===== src/rtl/fft_pkg.sv =====
// -----------------------------------------------------------------------------
// fft_pkg
//   Shared definitions for the FFT front-end blocks.
//   - FFT_WIDTH / FFT_DEPTH : default sample component width and lanes per bundle
//   - cplx_t                : one complex sample {r, q} at the default width
//   - bitrev()              : reverses the low nbits bits of an index
// -----------------------------------------------------------------------------
package fft_pkg;

    localparam int FFT_WIDTH = 9;
    localparam int FFT_DEPTH = 16;

    typedef struct packed {
        logic signed [FFT_WIDTH-1:0] r;
        logic signed [FFT_WIDTH-1:0] q;
    } cplx_t;

    // Bit i of idx moves to bit (nbits-1-i); bits above nbits are ignored.
    function automatic int bitrev(input int idx, input int nbits);
        int res;
        res = 0;
        for (int b = 0; b < nbits; b++) begin
            res[nbits-1-b] = idx[b];
        end
        return res;
    endfunction

endpackage


===== src/rtl/fft_bundle_bank.sv =====
// -----------------------------------------------------------------------------
// fft_bundle_bank
//   One DEPTH-lane register bank holding a bundle of complex samples.
//   Ports:
//     clk, rst_n          : clock, asynchronous active-low reset (clears lanes)
//     clear               : zero every lane this cycle
//     wr_en, wr_lane      : write wr_R/wr_Q into lane wr_lane
//     fill_en, fill_from  : zero every lane whose *sample index* is >= fill_from
//     lane_R, lane_Q      : current lane contents
//   With BITREV=1 a lane holds the sample whose index is the bit-reverse of the
//   lane number, so the zero-fill range is decided on that sample index rather
//   than on the lane number itself.
// -----------------------------------------------------------------------------
module fft_bundle_bank
    import fft_pkg::*;
#(
    parameter int WIDTH  = FFT_WIDTH,
    parameter int DEPTH  = FFT_DEPTH,
    parameter bit BITREV = 1'b0,
    parameter int LW     = $clog2(DEPTH)
) (
    input  logic                    clk,
    input  logic                    rst_n,
    input  logic                    clear,
    input  logic                    wr_en,
    input  logic [LW-1:0]           wr_lane,
    input  logic signed [WIDTH-1:0] wr_R,
    input  logic signed [WIDTH-1:0] wr_Q,
    input  logic                    fill_en,
    input  logic [LW-1:0]           fill_from,
    output logic signed [WIDTH-1:0] lane_R [DEPTH],
    output logic signed [WIDTH-1:0] lane_Q [DEPTH]
);

    // Sample index stored in a given lane (bit reversal is its own inverse).
    function automatic logic [LW-1:0] sample_of_lane(input int lane);
        if (BITREV) begin
            return LW'(bitrev(lane, LW));
        end
        return LW'(lane);
    endfunction

    // A write never targets a lane being zero-filled: the written sample's
    // index is always below fill_from when both happen together.
    always_ff @(posedge clk or negedge rst_n) begin
        if (!rst_n) begin
            for (int j = 0; j < DEPTH; j++) begin
                lane_R[j] <= '0;
                lane_Q[j] <= '0;
            end
        end else begin
            for (int j = 0; j < DEPTH; j++) begin
                if (wr_en && (wr_lane == LW'(j))) begin
                    lane_R[j] <= wr_R;
                    lane_Q[j] <= wr_Q;
                end else if (clear || (fill_en && (sample_of_lane(j) >= fill_from))) begin
                    lane_R[j] <= '0;
                    lane_Q[j] <= '0;
                end
            end
        end
    end

endmodule


===== src/rtl/fft_bundle_packer.sv =====
// -----------------------------------------------------------------------------
// fft_bundle_packer
//   Serial-to-parallel packer: collects DEPTH complex samples into one lane
//   bundle for the parallel butterfly stages, ping-pong buffered over two banks.
//   Ports:
//     clk, rst_n            : clock, asynchronous active-low reset
//     in_valid/in_ready     : input sample handshake
//     in_last               : final sample of a frame (early => zero-fill rest)
//     in_R, in_Q            : signed sample components
//     out_valid/out_ready   : bundle handshake
//     out_R, out_Q          : bundle lanes, straight from the read bank
//     err_misalign          : sticky, in_last seen at an index other than DEPTH-1
//   DEPTH must be a power of two and at least 2.
// -----------------------------------------------------------------------------
module fft_bundle_packer
    import fft_pkg::*;
#(
    parameter int WIDTH  = FFT_WIDTH,
    parameter int DEPTH  = FFT_DEPTH,
    parameter bit BITREV = 1'b0
) (
    input  logic                    clk,
    input  logic                    rst_n,
    input  logic                    in_valid,
    output logic                    in_ready,
    input  logic                    in_last,
    input  logic signed [WIDTH-1:0] in_R,
    input  logic signed [WIDTH-1:0] in_Q,
    output logic                    out_valid,
    input  logic                    out_ready,
    output logic signed [WIDTH-1:0] out_R [DEPTH],
    output logic signed [WIDTH-1:0] out_Q [DEPTH],
    output logic                    err_misalign
);

    localparam int LW = $clog2(DEPTH);

    logic [1:0]    full_q;
    logic [1:0]    full_d;
    logic          wr_bank_q;
    logic          rd_bank_q;
    logic [LW-1:0] idx_q;
    logic          err_q;

    logic          in_fire;
    logic          out_fire;
    logic          complete;
    logic          early_last;
    logic [LW-1:0] wr_lane;
    logic [LW-1:0] fill_from;
    logic [1:0]    bank_wr;
    logic [1:0]    bank_clear;

    logic signed [WIDTH-1:0] b0_R [DEPTH];
    logic signed [WIDTH-1:0] b0_Q [DEPTH];
    logic signed [WIDTH-1:0] b1_R [DEPTH];
    logic signed [WIDTH-1:0] b1_Q [DEPTH];

    // Handshakes depend only on registered bank state, so in_ready has no
    // combinational path from out_ready.
    assign in_ready     = ~full_q[wr_bank_q];
    assign out_valid    = full_q[rd_bank_q];
    assign err_misalign = err_q;

    assign in_fire    = in_valid & in_ready;
    assign out_fire   = out_valid & out_ready;
    assign complete   = in_fire & (in_last | (idx_q == LW'(DEPTH-1)));
    assign early_last = in_fire & in_last & (idx_q != LW'(DEPTH-1));
    assign fill_from  = idx_q + LW'(1);

    // Lane addressing and per-bank strobes. A completing write and a drain
    // always hit different banks (one needs an empty bank, the other a full one).
    always_comb begin
        wr_lane = idx_q;
        if (BITREV) begin
            wr_lane = LW'(bitrev(int'(idx_q), LW));
        end
        bank_wr[0]    = in_fire & ~wr_bank_q;
        bank_wr[1]    = in_fire &  wr_bank_q;
        bank_clear[0] = out_fire & ~rd_bank_q;
        bank_clear[1] = out_fire &  rd_bank_q;
    end

    // Next full flags: completion sets the write bank, drain frees the read bank.
    always_comb begin
        full_d = full_q;
        if (complete) begin
            full_d[wr_bank_q] = 1'b1;
        end
        if (out_fire) begin
            full_d[rd_bank_q] = 1'b0;
        end
    end

    always_ff @(posedge clk or negedge rst_n) begin
        if (!rst_n) begin
            full_q    <= 2'b00;
            wr_bank_q <= 1'b0;
            rd_bank_q <= 1'b0;
            idx_q     <= '0;
            err_q     <= 1'b0;
        end else begin
            full_q <= full_d;
            if (complete) begin
                wr_bank_q <= ~wr_bank_q;
                idx_q     <= '0;
            end else if (in_fire) begin
                idx_q <= idx_q + LW'(1);
            end
            if (out_fire) begin
                rd_bank_q <= ~rd_bank_q;
            end
            if (early_last) begin
                err_q <= 1'b1;
            end
        end
    end

    fft_bundle_bank #(
        .WIDTH (WIDTH),
        .DEPTH (DEPTH),
        .BITREV(BITREV),
        .LW    (LW)
    ) u_bank0 (
        .clk      (clk),
        .rst_n    (rst_n),
        .clear    (bank_clear[0]),
        .wr_en    (bank_wr[0]),
        .wr_lane  (wr_lane),
        .wr_R     (in_R),
        .wr_Q     (in_Q),
        .fill_en  (early_last & ~wr_bank_q),
        .fill_from(fill_from),
        .lane_R   (b0_R),
        .lane_Q   (b0_Q)
    );

    fft_bundle_bank #(
        .WIDTH (WIDTH),
        .DEPTH (DEPTH),
        .BITREV(BITREV),
        .LW    (LW)
    ) u_bank1 (
        .clk      (clk),
        .rst_n    (rst_n),
        .clear    (bank_clear[1]),
        .wr_en    (bank_wr[1]),
        .wr_lane  (wr_lane),
        .wr_R     (in_R),
        .wr_Q     (in_Q),
        .fill_en  (early_last & wr_bank_q),
        .fill_from(fill_from),
        .lane_R   (b1_R),
        .lane_Q   (b1_Q)
    );

    // Bundle lanes come straight from the read bank registers.
    always_comb begin
        for (int i = 0; i < DEPTH; i++) begin
            out_R[i] = rd_bank_q ? b1_R[i] : b0_R[i];
            out_Q[i] = rd_bank_q ? b1_Q[i] : b0_Q[i];
        end
    end

endmodule


===== config.mk =====
export PLATFORM = sky130hd
export DESIGN_NAME = fft_bundle_packer
export DESIGN_NICKNAME = d
export VERILOG_FILES = /design/src/rtl/fft_pkg.sv /design/src/rtl/fft_bundle_bank.sv /design/src/rtl/fft_bundle_packer.sv
export SDC_FILE = /design/constraint.sdc
export NUM_CORES = 1
export LEC_CHECK = 0
export ABC_AREA = 1
export ABC_CLOCK_PERIOD_IN_PS = 2400
export CAP_MARGIN = 20
export CORE_MARGIN = 5
export CORE_UTILIZATION = 45
export DETAILED_ROUTE_END_ITERATION = 7
export GPL_ROUTABILITY_DRIVEN = 0
export HOLD_SLACK_MARGIN = 0.06
export PLACE_DENSITY_LB_ADDON = 0.12
export SYNTH_ARGS = -nofsm -noshare
export SYNTH_HDL_FRONTEND = slang
export SYNTH_SLANG_ARGS = --single-unit

===== constraint.sdc =====
create_clock -name clk -period 2.4 [get_ports clk]
set_input_delay 0.72 -clock clk [delete_from_list [all_inputs] [get_ports clk]]
set_output_delay 0.72 -clock clk [all_outputs]
set_load 0.05 [all_outputs]

==> impl_metrics.csv, run 1 <==
group,metric,value,unit
synth,synth_largest_area_cell,"dfrtp_1",
timing,worst_slack,-298,ps
worst_setup_path,timing.critical_path.buf_inv,5,
place,place_inst,4587,
die,die_w,255,um
worst_setup_path,path_cells,"buf_12 -> buf_16 -> buf_8 -> o21ai_2 -> buf_6 -> buf_12",
synth,synth_seq_cells,585,
place,dpl.hpwl,60.2,mm
clocking,cts_buffer_depth,3,
synth,ys_top_cells_by_area,"dfrtp_1 (54%), nand2_1 (27%), nand3_1 (11%)",
route,num_vias,25700,
clocking,cts_hold_buf,0,
power,leakage,20.4,nW
route,routed_wl,97.4,mm
layout,fin_area,38800,um2
min_path,hold_class,"in -> async",
timing,max_freq,371,MHz
die,start_util,45.1,%
clocking,cts_sinks,585,
global_route,grt_pass1_wl,150,mm
die,rows,90,
worst_setup_path,max_stage_delay,510,ps
worst_setup_path,required,1680,ps
route,maxUsedRoutingLayer,"met5",
timing,drv_slew,0,
route,drc,0,
layout,post-route-util,64.7,%
timing,rsz0062_at_grt,"yes",
timing,hold_viol_final,0,
power,powerDensity,953,nW/um2
die,coreArea,60000,um2
place,portBuffers,313,
timing,fin_crit_sh,112,%
synth,syn_area,27100,um2
outcome,violations,"setup timing",
die,die-area,65200,um2
worst_setup_path,arrival,1980,ps
route,dr_wl_met2,47.4,mm
worst_setup_path,worstSetupEndpointType,"output pin",
timing,clock_skew,23.8,ps
outcome,outcome,"finished, violations left",
layout,fillers,5021,
synth,synth.distinct_cells,29,
route,vias_per_cell,5.42,
global_route,track_usage,29.0,%
worst_setup_path,worstReg2RegStart,"idx_q[0]",
layout,fin_nets,3929,
global_route,grt_pass1_vias,24700,
clocking,cts_tree,"yes",
die,ios,314,
route,wl_per_cell,20.6,um
layout,stdcell_count,4732,
power,ir_worst_vdd,0.632,mV
clocking,numCtsBuffers,66,
synth,ys_warn_count,0,
layout,area_delta_synth_final,43.4,%
worst_setup_path,cp-start-kind,"flop",
timing,timing.final.crit_period,2700,ps
clocking,clk_pin_slew,60,ps
clocking,htreeDepth,3,
route,route.met3.wl,7.02,mm
synth,yosysSeqAreaShare,54.0,%
route,wl_met1,39.5,mm
clocking,insertion_delay,600,ps
power,power,37.0,mW
die,die_h,255,um
synth,synth_area_per_cell,7.62,um2
worst_setup_path,cp_top_family,"buffers and inverters",
place,dpl_cell_area,35100,um2
global_route,grt_max_degree,57,
timing,tns,-68400,ps
synth,syn-instance-count,3554,
route,dr.pass1.iters,5,
worst_setup_path,worstSetupPathType,"reg -> out",
timing,slew_headroom,39.6,%
global_route,grt_antenna_before_repair,2,
route,drt.antenna.violating_nets,0,
worst_setup_path,cp_max_fo,7,
worst_setup_path,slowest_stage,"dfrtp_4",
worst_setup_path,cp_common_cell,"buf_12",
synth,synth_top_area_share,54.0,%
flow_run,max_cap_violations,0,
layout,drive_gt1_share,24.4,%
timing,fin_hold_ws,83.6,ps
timing,worst_pin_slew,905,ps
timing,setup_viol,289,
worst_setup_path,worstSetupStartpoint,"rd_bank_q",
synth,syn_nets,3582,
place,dp_slack,-266,ps
route,drtIter0Drc,2579,
clocking,clockRootBuffer,"clkbuf_16",
global_route,grt_overflow_total,0,
-- routing by layer --
metal,vias to the layer above,track usage (%)
li1,11900,-
met1,12500,39.7
met2,1063,47.4
met3,192,4.46
met4,2,10.1
met5,-,0
-- area by class of cell --
| type | instances | area, um2 | area share, % |
|---|---|---|---|
| antenna | 1 | 2.50 | 0.00644 |
| tap | 782 | 978 | 2.52 |
| clock buffer | 100 | 1960 | 5.05 |
| clock inverter | 16 | 168 | 0.432 |
| multi-input combinational | 2687 | 12100 | 31.1 |
| timing repair buffer | 499 | 8720 | 22.4 |
| timing repair inverter | 3 | 41.3 | 0.106 |
| inverter | 59 | 250 | 0.644 |
| sequential | 585 | 14600 | 37.7 |
-- power by group --
group          switching, mW  internal (mW)  total (mW)  leakage [nW]
sequential             0.675           10.9        11.6          8.10
clock                   4.07           5.97        10.0          1.05
combinational           9.50           5.87        15.4          11.3
total                   14.2           22.8        37.0          20.4
-- repair_timing --
item                       CTS  global route
setup endpoints to repair  290           383
gates resized for setup    252            98
cloned                      12            10
pin swaps                    8            14
setup buffers                7             1
-- sequential cells by signal, summed over array words and instances (netlist names) --
name,flops
err_misalign,1
full_q,2
idx_q,4
rd_bank_q,1
u_bank0.lane_Q,144
u_bank0.lane_R,144
u_bank1.lane_Q,144
u_bank1.lane_R,144
wr_bank_q,1
-- cells in the mapped netlist --
cell,count
inv_4,1
nor2_1,16
dfrtp_1,585
clkinv_1,2
nor3_1,1
a21oi_1,2
o21ai_1,1
and2_1,1
nor2_2,45
or2_2,1
inv_2,4
o21bai_1,1
nand2_4,1
nand2_1,1947
clkbuf_1,135
nor3_2,12
buf_4,4
ha_1,5
nor3_4,4
o22ai_1,21
nand3_1,573
buf_2,72
buf_1,9
nand4_1,1
buf_6,3
inv_1,52
nand2_2,13
o21ai_0,38
nand3_2,4
-- cells by family (layout without fill, tap and decap cells) --
kind of cell	Yosys count	count (layout)	synth area share (%)
AOI/OAI and AO/OA	63	63	1.27
adders and majority gates	5	5	0.231
buffers and inverters	282	677	4.39
DFF	585	585	54.0
other	0	1	0
and+or+nand+nor	2619	2619	40.1
-- worst paths after layout --
check / cells past startpoint / slack [ps] / end
worst max-delay path: 6 / -300 / out_Q[2]
worst min-delay path: 1 / 80 / u_bank0.lane_Q[121]
worst max register to register: 8 / 80 / u_bank1.lane_R[48]
worst min register to register: 2 / 500 / u_bank0.lane_Q[23]
max in group asynchronous: 3 / 1510 / u_bank0.lane_Q[125]
min in group clk: 2 / 500 / u_bank0.lane_Q[23]
-- placed cells by master, fill, tap and decap left out, types with 5 or more instances in the layout --
master     synthesis  routed
nor3_2            12      13
o21ai_4            0      10
o21ai_0           38      19
inv_1             52      52
buf_4              4      86
nor2_2            45      44
buf_12             0     355
clkbuf_16          0      76
o22ai_1           21      21
buf_8              0       5
clkbuf_8           0      12
buf_16             0      18
clkinv_2           0       9
clkbuf_1         135      19
o21ai_2            0       5
buf_6              3       6
nand2_2           13     275
ha_1               5       5
buf_2             72      18
nor2_1            16      16
o21ai_1            1       5
dfrtp_1          585     584
nand2_1         1947    1682
nand3_1          573     573
Power figures use the tool's default switching activity.
==> inputs of run 2 (changes only) <==
- CORE_UTILIZATION: 45 -> 40
==> run 2 against run 1 <==
Against the previous run:
- the run still ends with setup timing left
- core utilization is 7.0 points lower
- first-iteration DRC count is 17% lower
- register-to-register slack worse by 40 ps
- sequential cell count stayed put
- clock-buffer cell count is 2 lower
- non-clock buffer count is 5 lower
- via count is 2.0% lower
- clock skew is 2.6 ps lower
- total power hardly changed
- largest cell class unchanged
- highest routed layer unchanged
==> impl_metrics.csv, run 2 (synthesized netlist as in run 1, its figures left out) <==
group,metric,value,unit
outcome,outcome,"finished, violations left",
outcome,violations,"setup timing",
power,powerDensity,954,nW/um2
route,routed_wl,100,mm
place,dpl.hpwl,60.9,mm
die,die-area,73000,um2
layout,final_common_cell,"nand2_1",
die,die_w,270,um
timing,worst_slack,-309,ps
route,drc,0,
place,dpl_cell_area,35300,um2
clocking,clk_pin_slew,60,ps
timing,hold_viol_final,0,
timing,slew_headroom,34.4,%
power,leakage,20.4,nW
timing,fin_crit_sh,113,%
flow_run,max_cap_violations,0,
place,portBuffers,313,
die,start_util,40.3,%
timing,clock_skew,21.1,ps
worst_setup_path,arrival,1990,ps
layout,stdcell_count,4818,
worst_setup_path,worstSetupPathType,"reg -> out",
clocking,htreeDepth,3,
global_route,grt_antenna_before_repair,3,
global_route,grt_max_degree,87,
layout,drive_gt1_share,21.6,%
worst_setup_path,worstSetupEndpointType,"output pin",
clocking,cts_tree,"yes",
route,dr.pass1.iters,5,
die,die_h,270,um
route,drt.antenna.violating_nets,0,
timing,drv_slew,0,
global_route,grt_pass1_wl,151,mm
global_route,track_usage,26.2,%
worst_setup_path,cp-start-kind,"flop",
layout,final_cell_mix,"nand2_1 (1,786), dfrtp_1 (584), nand3_1 (573)",
layout,area_delta_synth_final,43.2,%
global_route,grt_overflow_total,0,
die,ios,314,
layout,fin_area,38800,um2
worst_setup_path,path_cells,"buf_12 -> clkinv_8 -> buf_16 -> nand2_1 -> nand2_1 -> buf_12",
clocking,cts_sinks,585,
die,rows,95,
timing,timing.final.crit_period,2710,ps
worst_setup_path,required,1680,ps
global_route,grt_pass1_vias,24000,
clocking,clockRootBuffer,"clkbuf_16",
layout,fin_nets,3923,
timing,worst_pin_slew,983,ps
timing,rsz0062_at_grt,"yes",
worst_setup_path,slowest_stage,"dfrtp_4",
die,coreArea,67200,um2
clocking,insertion_delay,610,ps
clocking,numCtsBuffers,66,
place,place_inst,4667,
clocking,cts_buffer_depth,3,
power,ir_worst_vdd,0.592,mV
timing,setup_viol,290,
timing,max_freq,369,MHz
worst_setup_path,max_stage_delay,510,ps
min_path,hold_class,"reg -> reg",
route,drtIter0Drc,2150,
place,dp_slack,-281,ps
worst_setup_path,cp_max_fo,14,
route,vias_per_cell,5.22,
route,wl_per_cell,20.8,um
route,num_vias,25200,
run 2: critical path: cells and delay by family, from the launching register on:
family | cells | cell delay [ps]
simple gates | 2 | 210
flops | 1 | 510
buf+inv | 4 | 660
run 2: timing repair:
item                                    CTS  global route
endpoints found under the setup margin  290           494
setup buffers                             5             1
endpoints found under the hold margin    24             0
gates resized for setup                 122           109
gates cloned                              9            17
hold buffers                              1             0
pin swaps                                 9             1
run 2: through the flow:
step / utilization (%) / hold WS (ps) / power (mW) / setup TNS, ps
3_3_place_gp: 52.5 / 459 / 24.8 / -101920
5_1_grt: 57.8 / 500 / 38.5 / -88160
6_report: 57.8 / 479 / 37.0 / -72130
3_5_place_dp: 52.5 / 468 / 24.9 / -103210
4_1_cts: 56.7 / 482 / 36.0 / -90040
2_1_floorplan: - / 424 / 18.4 / -449
run 2: metal layers:
layer  vias to the layer above  GRT usage [%]  part of all wire [%]
met5                         -              0                0.0090
met4                         2           8.60                   3.0
met3                       149           3.50                   5.5
met2                       818           43.3                    49
met1                     12300           36.1                    42
li1                      11900              -                     -
run 2: worst paths after layout:
| path | startpoint | end | slack, ps | depth (start not counted) |
|---|---|---|---|---|
| max in group asynchronous | rst_n | u_bank0.lane_Q[46] | 920 | 3 |
| min in group asynchronous | rst_n | u_bank0.lane_Q[120] | 610 | 2 |
| worst min register to register | err_misalign | err_misalign | 480 | 1 |
| worst min-delay path | err_misalign | err_misalign | 480 | 1 |
| worst max register to register | rd_bank_q | u_bank1.lane_R[46] | 40 | 8 |
| worst max-delay path | rd_bank_q | out_Q[19] | -310 | 6 |
run 2: power breakdown:
part           switching [mW]  leakage (nW)  internal (mW)
clock network            4.24          1.05           5.91
registers               0.621          8.10           10.9
logic                    9.49          11.3           5.82
total                    14.3          20.4           22.7
run 2: final cells by class:
class                           count  area [um2]
Timing Repair inverter              2        25.0
Fill cell                        5916       28400
Clock inverter                     18         206
Clock buffer                       98        1930
Antenna cell                        2        5.00
Sequential cell                   585       14600
Multi-Input combinational cell   2687       11800
Timing Repair Buffer              494        8800
Tap cell                          873        1090
Inverter                           59         250
